<file path="src/rtl/mic_pkg.sv">
// Shared defaults and sizing helpers for the microphone bit-packing FIFO.
package mic_pkg;

  localparam int unsigned DefWidth = 8;
  localparam int unsigned DefDepth = 16;

  // Level must represent 0..depth inclusive, hence one extra bit.
  function automatic int unsigned level_width(input int unsigned depth);
    return $clog2(depth) + 1;
  endfunction

endpackage

</file>
<file path="src/rtl/mic_bit_packer.sv">
// Serial-to-parallel packer: collects WIDTH microphone bits, flags word_done on the last bit.
module mic_bit_packer
  import mic_pkg::*;
#(
  parameter int unsigned WIDTH     = DefWidth,
  parameter bit          MSB_FIRST = 1'b1
) (
  input  logic             clk,
  input  logic             reset,
  input  logic             wr_i,
  input  logic             bit_i,
  output logic [WIDTH-1:0] word_o,
  output logic             word_done_o
);

  localparam int unsigned CntW = $clog2(WIDTH);
  localparam logic [CntW-1:0] LastCnt = CntW'(WIDTH - 1);

  logic [WIDTH-1:0] shift_q, shift_d;
  logic [CntW-1:0]  cnt_q, cnt_d;

  always_comb begin
    shift_d     = shift_q;
    cnt_d       = cnt_q;
    word_done_o = 1'b0;
    if (wr_i) begin
      if (MSB_FIRST) begin
        shift_d = {shift_q[WIDTH-2:0], bit_i};
      end else begin
        shift_d = {bit_i, shift_q[WIDTH-1:1]};
      end
      if (cnt_q == LastCnt) begin
        cnt_d       = '0;
        word_done_o = 1'b1;
      end else begin
        cnt_d = cnt_q + 1'b1;
      end
    end
  end

  // Completed word includes the bit accepted this cycle so it can be pushed immediately.
  assign word_o = shift_d;

  always_ff @(posedge clk) begin
    if (reset) begin
      shift_q <= '0;
      cnt_q   <= '0;
    end else begin
      shift_q <= shift_d;
      cnt_q   <= cnt_d;
    end
  end

endmodule

</file>
<file path="src/rtl/mic_pack_fifo.sv">
// Microphone bit packer feeding a DEPTH x WIDTH synchronous-read FIFO with sticky error flags.
module mic_pack_fifo
  import mic_pkg::*;
#(
  parameter int unsigned WIDTH     = DefWidth,
  parameter int unsigned DEPTH     = DefDepth,
  parameter int unsigned AF_LEVEL  = DEPTH - 2,
  parameter bit          MSB_FIRST = 1'b1
) (
  input  logic                          clk,
  input  logic                          reset,
  input  logic                          micData,
  input  logic                          wr,
  input  logic                          rd,
  input  logic                          clr_flags,
  output logic [WIDTH-1:0]              dout,
  output logic                          dout_valid,
  output logic                          empty,
  output logic                          full,
  output logic                          almost_full,
  output logic [level_width(DEPTH)-1:0] level,
  output logic                          overflow,
  output logic                          underflow
);

  localparam int unsigned PtrW = $clog2(DEPTH);
  localparam int unsigned LvlW = level_width(DEPTH);
  localparam logic [LvlW-1:0] FullLvl = LvlW'(DEPTH);
  localparam logic [LvlW-1:0] AfLvl   = LvlW'(AF_LEVEL);

  logic [WIDTH-1:0] pack_word;
  logic             word_done;

  mic_bit_packer #(
    .WIDTH    (WIDTH),
    .MSB_FIRST(MSB_FIRST)
  ) u_packer (
    .clk        (clk),
    .reset      (reset),
    .wr_i       (wr),
    .bit_i      (micData),
    .word_o     (pack_word),
    .word_done_o(word_done)
  );

  logic [WIDTH-1:0] mem_q [DEPTH];
  logic [PtrW-1:0]  wr_ptr_q, wr_ptr_d, rd_ptr_q, rd_ptr_d;
  logic [LvlW-1:0]  level_q, level_d;
  logic [WIDTH-1:0] dout_q;
  logic             dout_valid_q;
  logic             overflow_q, overflow_d, underflow_q, underflow_d;
  logic             pop, push_ok;

  assign empty       = (level_q == '0);
  assign full        = (level_q == FullLvl);
  assign almost_full = (level_q >= AfLvl);

  // A full FIFO still accepts a push when a pop frees a slot in the same cycle.
  assign pop     = rd & ~empty;
  assign push_ok = word_done & (~full | pop);

  always_comb begin
    wr_ptr_d    = wr_ptr_q;
    rd_ptr_d    = rd_ptr_q;
    level_d     = level_q;
    overflow_d  = (word_done & full & ~pop) | (overflow_q & ~clr_flags);
    underflow_d = (rd & empty) | (underflow_q & ~clr_flags);
    if (push_ok) wr_ptr_d = wr_ptr_q + 1'b1;
    if (pop)     rd_ptr_d = rd_ptr_q + 1'b1;
    case ({push_ok, pop})
      2'b10:   level_d = level_q + 1'b1;
      2'b01:   level_d = level_q - 1'b1;
      default: level_d = level_q;
    endcase
  end

  always_ff @(posedge clk) begin
    if (push_ok && !reset) mem_q[wr_ptr_q] <= pack_word;
  end

  always_ff @(posedge clk) begin
    if (reset) begin
      wr_ptr_q     <= '0;
      rd_ptr_q     <= '0;
      level_q      <= '0;
      dout_q       <= '0;
      dout_valid_q <= 1'b0;
      overflow_q   <= 1'b0;
      underflow_q  <= 1'b0;
    end else begin
      wr_ptr_q     <= wr_ptr_d;
      rd_ptr_q     <= rd_ptr_d;
      level_q      <= level_d;
      dout_valid_q <= pop;
      overflow_q   <= overflow_d;
      underflow_q  <= underflow_d;
      if (pop) dout_q <= mem_q[rd_ptr_q];
    end
  end

  assign dout       = dout_q;
  assign dout_valid = dout_valid_q;
  assign level      = level_q;
  assign overflow   = overflow_q;
  assign underflow  = underflow_q;

endmodule

</file>
<file path="config.mk">
export PLATFORM = sky130hd
export DESIGN_NAME = mic_pack_fifo
export DESIGN_NICKNAME = d
export VERILOG_FILES = /design/src/rtl/mic_pkg.sv /design/src/rtl/mic_bit_packer.sv /design/src/rtl/mic_pack_fifo.sv
export SDC_FILE = /design/constraint.sdc
export NUM_CORES = 1
export LEC_CHECK = 0
export BUFFER_PORTS_ARGS = -buffer_cell sky130_fd_sc_hd__buf_2
export CORE_UTILIZATION = 55
export DETAILED_ROUTE_END_ITERATION = 8
export GPL_TIMING_DRIVEN = 1
export PLACE_DENSITY_LB_ADDON = 0.3
export SLEW_MARGIN = 20
export SYNTH_ARGS = -nofsm -noshare
export SYNTH_HDL_FRONTEND = slang
export SYNTH_HIERARCHICAL = 1
export SYNTH_SLANG_ARGS = --single-unit
</file>
<file path="constraint.sdc">
create_clock -name clk -period 2.6 [get_ports clk]
set_clock_uncertainty 0.15 [all_clocks]
set_input_delay 0.13 -clock clk [delete_from_list [all_inputs] [get_ports clk]]
set_output_delay 0.13 -clock clk [all_outputs]
set_load 0.01 [all_outputs]
</file>
==> results of run 1 <==
-- cells in the final DEF (no fill, tap or decap), drive strengths merged, types with 2 or more instances in the layout --
cell,count
ha,8
clkbuf,27
o21ai,3
nand2,8
nand2b,5
nor2,47
nand3,5
a21boi,2
bufinv,3
and2,2
edfxtp,128
mux2,12
dfxtp,35
a22oi,10
o22ai,17
o211ai,3
or3b,2
mux2i,37
or4,2
a21oi,4
nor2b,16
nand4,2
buf,40
xnor2,3
mux4,16
clkinv,2
a311oi,8
dlygate4sd3,2
or3,2
nor3,3
xor2,3
inv,5
-- layout make-up --
class	instances	area [um^2]
clock inverter	5	98.8
multi-input combinational	229	1920
tap	143	179
timing repair buffer	42	285
sequential	163	4550
fill	796	4020
inverter	5	18.8
clock buffer	27	493
-- power by group through the flow --
| stage | logic, W | registers, W | clock network, W |
|---|---|---|---|
| floorplan | 0.000829 | 0.00307 | 0 |
| global placement | 0.00124 | 0.00301 | 0 |
| detailed placement | 0.00128 | 0.00302 | 0 |
| CTS | 0.00129 | 0.00297 | 0.00253 |
| global route | 0.00144 | 0.00298 | 0.00261 |
| finish | 0.00132 | 0.00296 | 0.00250 |
-- metrics by stage --
step / cell area, um^2 / setup slack, ns / setup TNS (ns)
after floorplan: 6590 / 0.0563 / 0
after global placement: 6910 / 0.109 / 0
after detailed placement: 6910 / -0.00986 / -0.00986
after CTS: 7530 / 0.0313 / 0
after global routing: 7540 / -0.0219 / -0.0376
final: 7540 / 0.122 / 0
-- state kept, by name (all words and copies together), names as in the netlist --
name,flops
mem_q,128
dout,8
u_packer/shift_q,8
level,5
rd_ptr_q,4
wr_ptr_q,4
u_packer/cnt_q,3
dout_valid,1
overflow,1
underflow,1
-- layer usage --
layer	global-route usage, %	up-vias	routed length, um
li1	-	1699	-
met4	10.3	0	325
met1	31.3	1902	5850
met2	36.1	108	6470
met5	0	-	0
met3	6.42	23	737
-- path summary, 6_finish.rpt --
check | startpoint | end | slack (ns) | depth (start not counted)
worst max-delay path | u_packer/cnt_q[0] | level[2] | 0.12 | 10
worst min-delay path | rd | underflow | 0.02 | 3
worst max register to register | u_packer/cnt_q[0] | level[2] | 0.12 | 10
worst min register to register | dout[2] | dout[2] | 0.34 | 2
-- logic make-up (layout without fill, tap and decap cells) --
kind of cell / count (synthesis) / after routing / synth area share [%]
DFF: 163 / 163 / 69.0
and+or+nand+nor: 97 / 97 / 7.16
muxes: 65 / 65 / 13.2
AOI/OAI and AO/OA: 53 / 53 / 6.17
buffers and inverters: 30 / 79 / 2.20
adders and majority gates: 8 / 8 / 1.52
xor gates and xnor gates: 6 / 6 / 0.798
-- what timing repair did --
action,CTS,global route
gates resized for setup,1,6
hold buffers,2,0
setup endpoints to repair,1,74
endpoints found under the hold margin,3,0
-- worst max-delay path, cell delays in order (launching register included) --
cell     delay [ns]
dfxtp_1        0.32
ha_1           0.20
ha_1           0.18
and2_2         0.24
nor2b_2        0.21
o21ai_2        0.12
o21ai_1        0.15
ha_2           0.23
nor2_1         0.05
a32oi_1        0.17
mux2_2         0.35
==> results.tsv, run 1 <==
metric	value	unit
status	finished, violations left	
failing checks	design-rule violations	
top_reg_cell synth	edfxtp_1	
EDFF count, synth	128	
Sequential Power Share	43.7	%
Die Wd	111	um
Switching Fraction	25.5	%
Via-to-Cell Ratio	6.08	
largest net degree at the start of global routing	37	
Crit path required time	2.76	ns
number of clock sinks	163	
Max IR drop VDD	0.611	mV
Routed WL per cell	21.8	um
initial antenna violation count	0	
Util after Layout	65.2	%
Routed Antenna Nets	0	
period utilization	95.3	%
Starting DRT DRC Count	384	
Setup crit end kind	flop	
clock share of power	36.8	%
io pins	25	
CTS tree	yes	
Post-Syn Area per Cell	15.6	um^2
Final Setup Violations	0	
total gr overflow	0	
layout cells sized above 1	22.1	%
hold slack	0.0166	ns
ys async rst share	0	%
final hold vios	0	
post-synth top area cell	edfxtp_1	
post-synth top area share	58.3	%
GRT Total Usage	23.4	%
core area	11600	um^2
drt pass-1 iters	7	
wire length of the first global-routing pass	20800	um
Mapped Cells	422	
CTS max path bufs	2	
CTS clk-pin slew, worst paths	0.06	ns
number of synthesized register bits	163	
Design Power	0.00678	W
final non-filler cell total	614	
placed cell count	580	
nets	472	
P_int	0.00505	W
top-count cell post-synth	edfxtp_1	
post-CTS setup repair buffer count	0	
Max Cap Viol	0	
most common library cells after synthesis	edfxtp_1, nor2_1, mux2i_1, dfxtp_1, o22ai_1	
area growth from synthesis to layout	14.5	%
Worst-Skew Late Latency	0.42	ns
DRC viols	5	
diodes inserted	0	
Pins Over Slew Limit	0	
critical path arrival	2.63	ns
H-tree Lvls	4	
Die ar.	12400	um^2
cell chosen for the clock root	clkbuf_16	
HP Class	input pin to flop	
crit-path max FO	5	
Comb pwr share	19.5	%
port bufs	24	
Slew @ Worst Pin	0.860	ns
pwr/cell area	899	nW/um^2
Vias	3732	
post-synthesis sequential area ratio	69.0	%
total CTS buffers	17	
RePlAce Congestion	0.864	
startpoint types	flop	
Slew Limit Headroom	42.4	%
critical path type	flop to flop	
post-route minimum period	2.48	ns
vias in the first global route	3697	
Cell variety after synth	48	
site row count	39	
Net Sw Power	0.00173	W
RSZ-0062 raised after global routing	yes	
Post-Route WL	13400	um
Final HPWL DP	8780	um
Fmax	404	MHz
post-synthesis net count	436	
Yosys warnings	6	
Die Y	111	um
Synth Cell Area	6590	um^2
Initial Util	57.0	%
Synth area leaders	edfxtp_1, dfxtp_1, mux2i_1	
LEAKAGE	2.49	nW
Note: power is estimated with default switching activity, not from simulation.
==> run 2, diff against run 1 <==
--- a/config.mk
+++ b/config.mk
@@ -9,6 +9,7 @@
 export CORE_UTILIZATION = 55
 export DETAILED_ROUTE_END_ITERATION = 8
 export GPL_TIMING_DRIVEN = 1
+export MAX_ROUTING_LAYER = met4
 export PLACE_DENSITY_LB_ADDON = 0.3
 export SLEW_MARGIN = 20
 export SYNTH_ARGS = -nofsm -noshare
==> results.tsv, run 2 (synthesized netlist as in run 1, its figures left out) <==
metric	value	unit	change
status	finished, violations left		
failing checks	design-rule violations		
Pins Over Slew Limit	0		unchanged
Switching Fraction	25.4	%	-0.059 points
Setup crit end kind	flop		
port bufs	24		unchanged
RSZ-0062 raised after global routing	yes		
CP endpoint	level[4]		
worst hold path depth	3		unchanged
worst flop-to-flop path endpoint	level[4]		
worst reg2reg startpoint	u_packer/cnt_q[0]		
P_int	0.00505	W	about the same
Slew Limit Headroom	44.4	%	+2.0 points
wire length of the first global-routing pass	20800	um	about the same
vias in the first global route	3672		-0.68%
r2r setup slk	0.12	ns	about the same
Max Cap Viol	0		unchanged
io pins	25		unchanged
DRC viols	5		unchanged
GRT Total Usage	24.2	%	+0.83 points
Post-Route WL	13300	um	-0.62%
crit-path max FO	5		unchanged
site row count	39		unchanged
Initial Util	57.0	%	unchanged
CTS tree	yes		
Slew @ Worst Pin	0.831	ns	-0.0294 ns
final hold vios	0		unchanged
total gr overflow	0		unchanged
post-route minimum period	2.48	ns	-0.00200 ns
period utilization	95.2	%	about the same
diodes inserted	0		unchanged
largest net degree at the start of global routing	37		unchanged
Die ar.	12400	um^2	unchanged
Crit path required time	2.80	ns	+0.04 ns
Reg with most FFs	mem_q		
Comb pwr share	19.5	%	about the same
Fmax	404	MHz	about the same
RePlAce Congestion	0.878		+1.6%
post-CTS setup repair buffer count	0		unchanged
cell chosen for the clock root	clkbuf_16		
commonest non-fill, non-tap cell in the layout	edfxtp_1		
Final HPWL DP	8780	um	unchanged
pwr/cell area	898	nW/um^2	-0.15%
Design Power	0.00678	W	about the same
number of clock sinks	163		unchanged
Starting DRT DRC Count	367		-4.4%
r2r worst-path depth	11		+1
crit path from	u_packer/cnt_q[0]		
initial antenna violation count	0		unchanged
Die Y	111	um	unchanged
Via-to-Cell Ratio	6.03		-0.80%
Sequential Power Share	43.7	%	about the same
Routed WL per cell	21.7	um	-0.62%
Max IR drop VDD	0.610	mV	-0.14%
Die Wd	111	um	unchanged
nets	472		unchanged
Routed Antenna Nets	0		unchanged
startpoint types	flop		
area growth from synthesis to layout	14.6	%	about the same
LEAKAGE	2.49	nW	about the same
drt pass-1 iters	9		+2
HP Class	input pin to flop		
CTS clk-pin slew, worst paths	0.06	ns	about the same
Fin Setup TNS	0	ns	unchanged
Final Setup Violations	0		unchanged
Net Sw Power	0.00172	W	-0.31%
Worst-Skew Late Latency	0.42	ns	about the same
layout cells sized above 1	22.5	%	+0.42 points
CTS max path bufs	2		unchanged
clock share of power	36.8	%	about the same
critical path arrival	2.67	ns	+0.04 ns
core area	11600	um^2	unchanged
Vias	3702		-0.80%
total CTS buffers	17		unchanged
most frequent cells in the layout	edfxtp_1, nor2_1, mux2i_1, dfxtp_1, buf_2		
H-tree Lvls	4		unchanged
max reg flops	128		unchanged
critical path type	flop to flop		
==> run 2: worst max-delay path: stages, from the launching register on <==
cell      delay [ns]
dfxtp_1         0.32
ha_1            0.20
ha_1            0.18
and2_2          0.24
nand2b_4        0.17
nand2_1         0.08
o21ai_1         0.07
ha_2            0.20
or4_4           0.43
o22ai_2         0.13
nand3_1         0.10
a21oi_1         0.14
==> run 2: worst min path at each step <==
stage,slack [ns],end,startpoint
after detailed placement,0.34,dout[4],dout[4]
after global placement,0.33,u_packer/cnt_q[0],u_packer/cnt_q[0]
final,0.01,underflow,rd
after global routing,0.05,underflow,rd
after CTS,0.0008,underflow,rd
after floorplan,0.05,u_packer/shift_q[5],reset
==> run 2: metal layers <==
layer  vias to the layer above  global-route usage, %  wire, um  share of wire [%]
met5                         -                      -         0                  0
met3                        21                   6.91       957                7.2
met2                       132                   36.2      6410                 48
met1                      1852                   31.3      5640                 42
li1                       1697                      -         -                  -
met4                         0                   10.0       288                2.2
==> run 2: metrics by stage <==
step / utilization [%] / setup slack (ns) / cells / instance area [um^2] / hold slack, ns
floorplan: - / 0.0563 / 422 / 6590 / 0.0516
global placement: 59.7 / 0.109 / 580 / 6910 / 0.328
detailed placement: 59.7 / -0.00986 / 580 / 6910 / 0.342
CTS: 65.1 / 0.0313 / 614 / 7530 / 0.000752
global route: 65.3 / -0.0264 / 614 / 7550 / 0.0501
finish: 65.3 / 0.124 / 614 / 7550 / 0.0125
==> run 2: power groups by stage <==
stage / combinational (W) / clock [W] / sequential, W
final: 0.00132 / 0.00249 / 0.00296
after global routing: 0.00144 / 0.00262 / 0.00298
after CTS: 0.00129 / 0.00253 / 0.00297
after detailed placement: 0.00128 / 0 / 0.00302
after global placement: 0.00124 / 0 / 0.00301
after floorplan: 0.000829 / 0 / 0.00307
==> run 2: final cells by class <==
cell class | count | area, um^2
fill | 796 | 4020
clock buffer | 27 | 493
inverter | 5 | 18.8
clock inverter | 5 | 98.8
tap | 143 | 179
timing repair buffer | 42 | 285
sequential | 163 | 4550
multi-input combinational | 229 | 1930
==> run 2: repair_timing <==
action,in CTS,in global routing
endpoints found under the setup margin,1,74
endpoints found under the hold margin,3,0
hold buffers,2,0
gates resized for setup,1,8
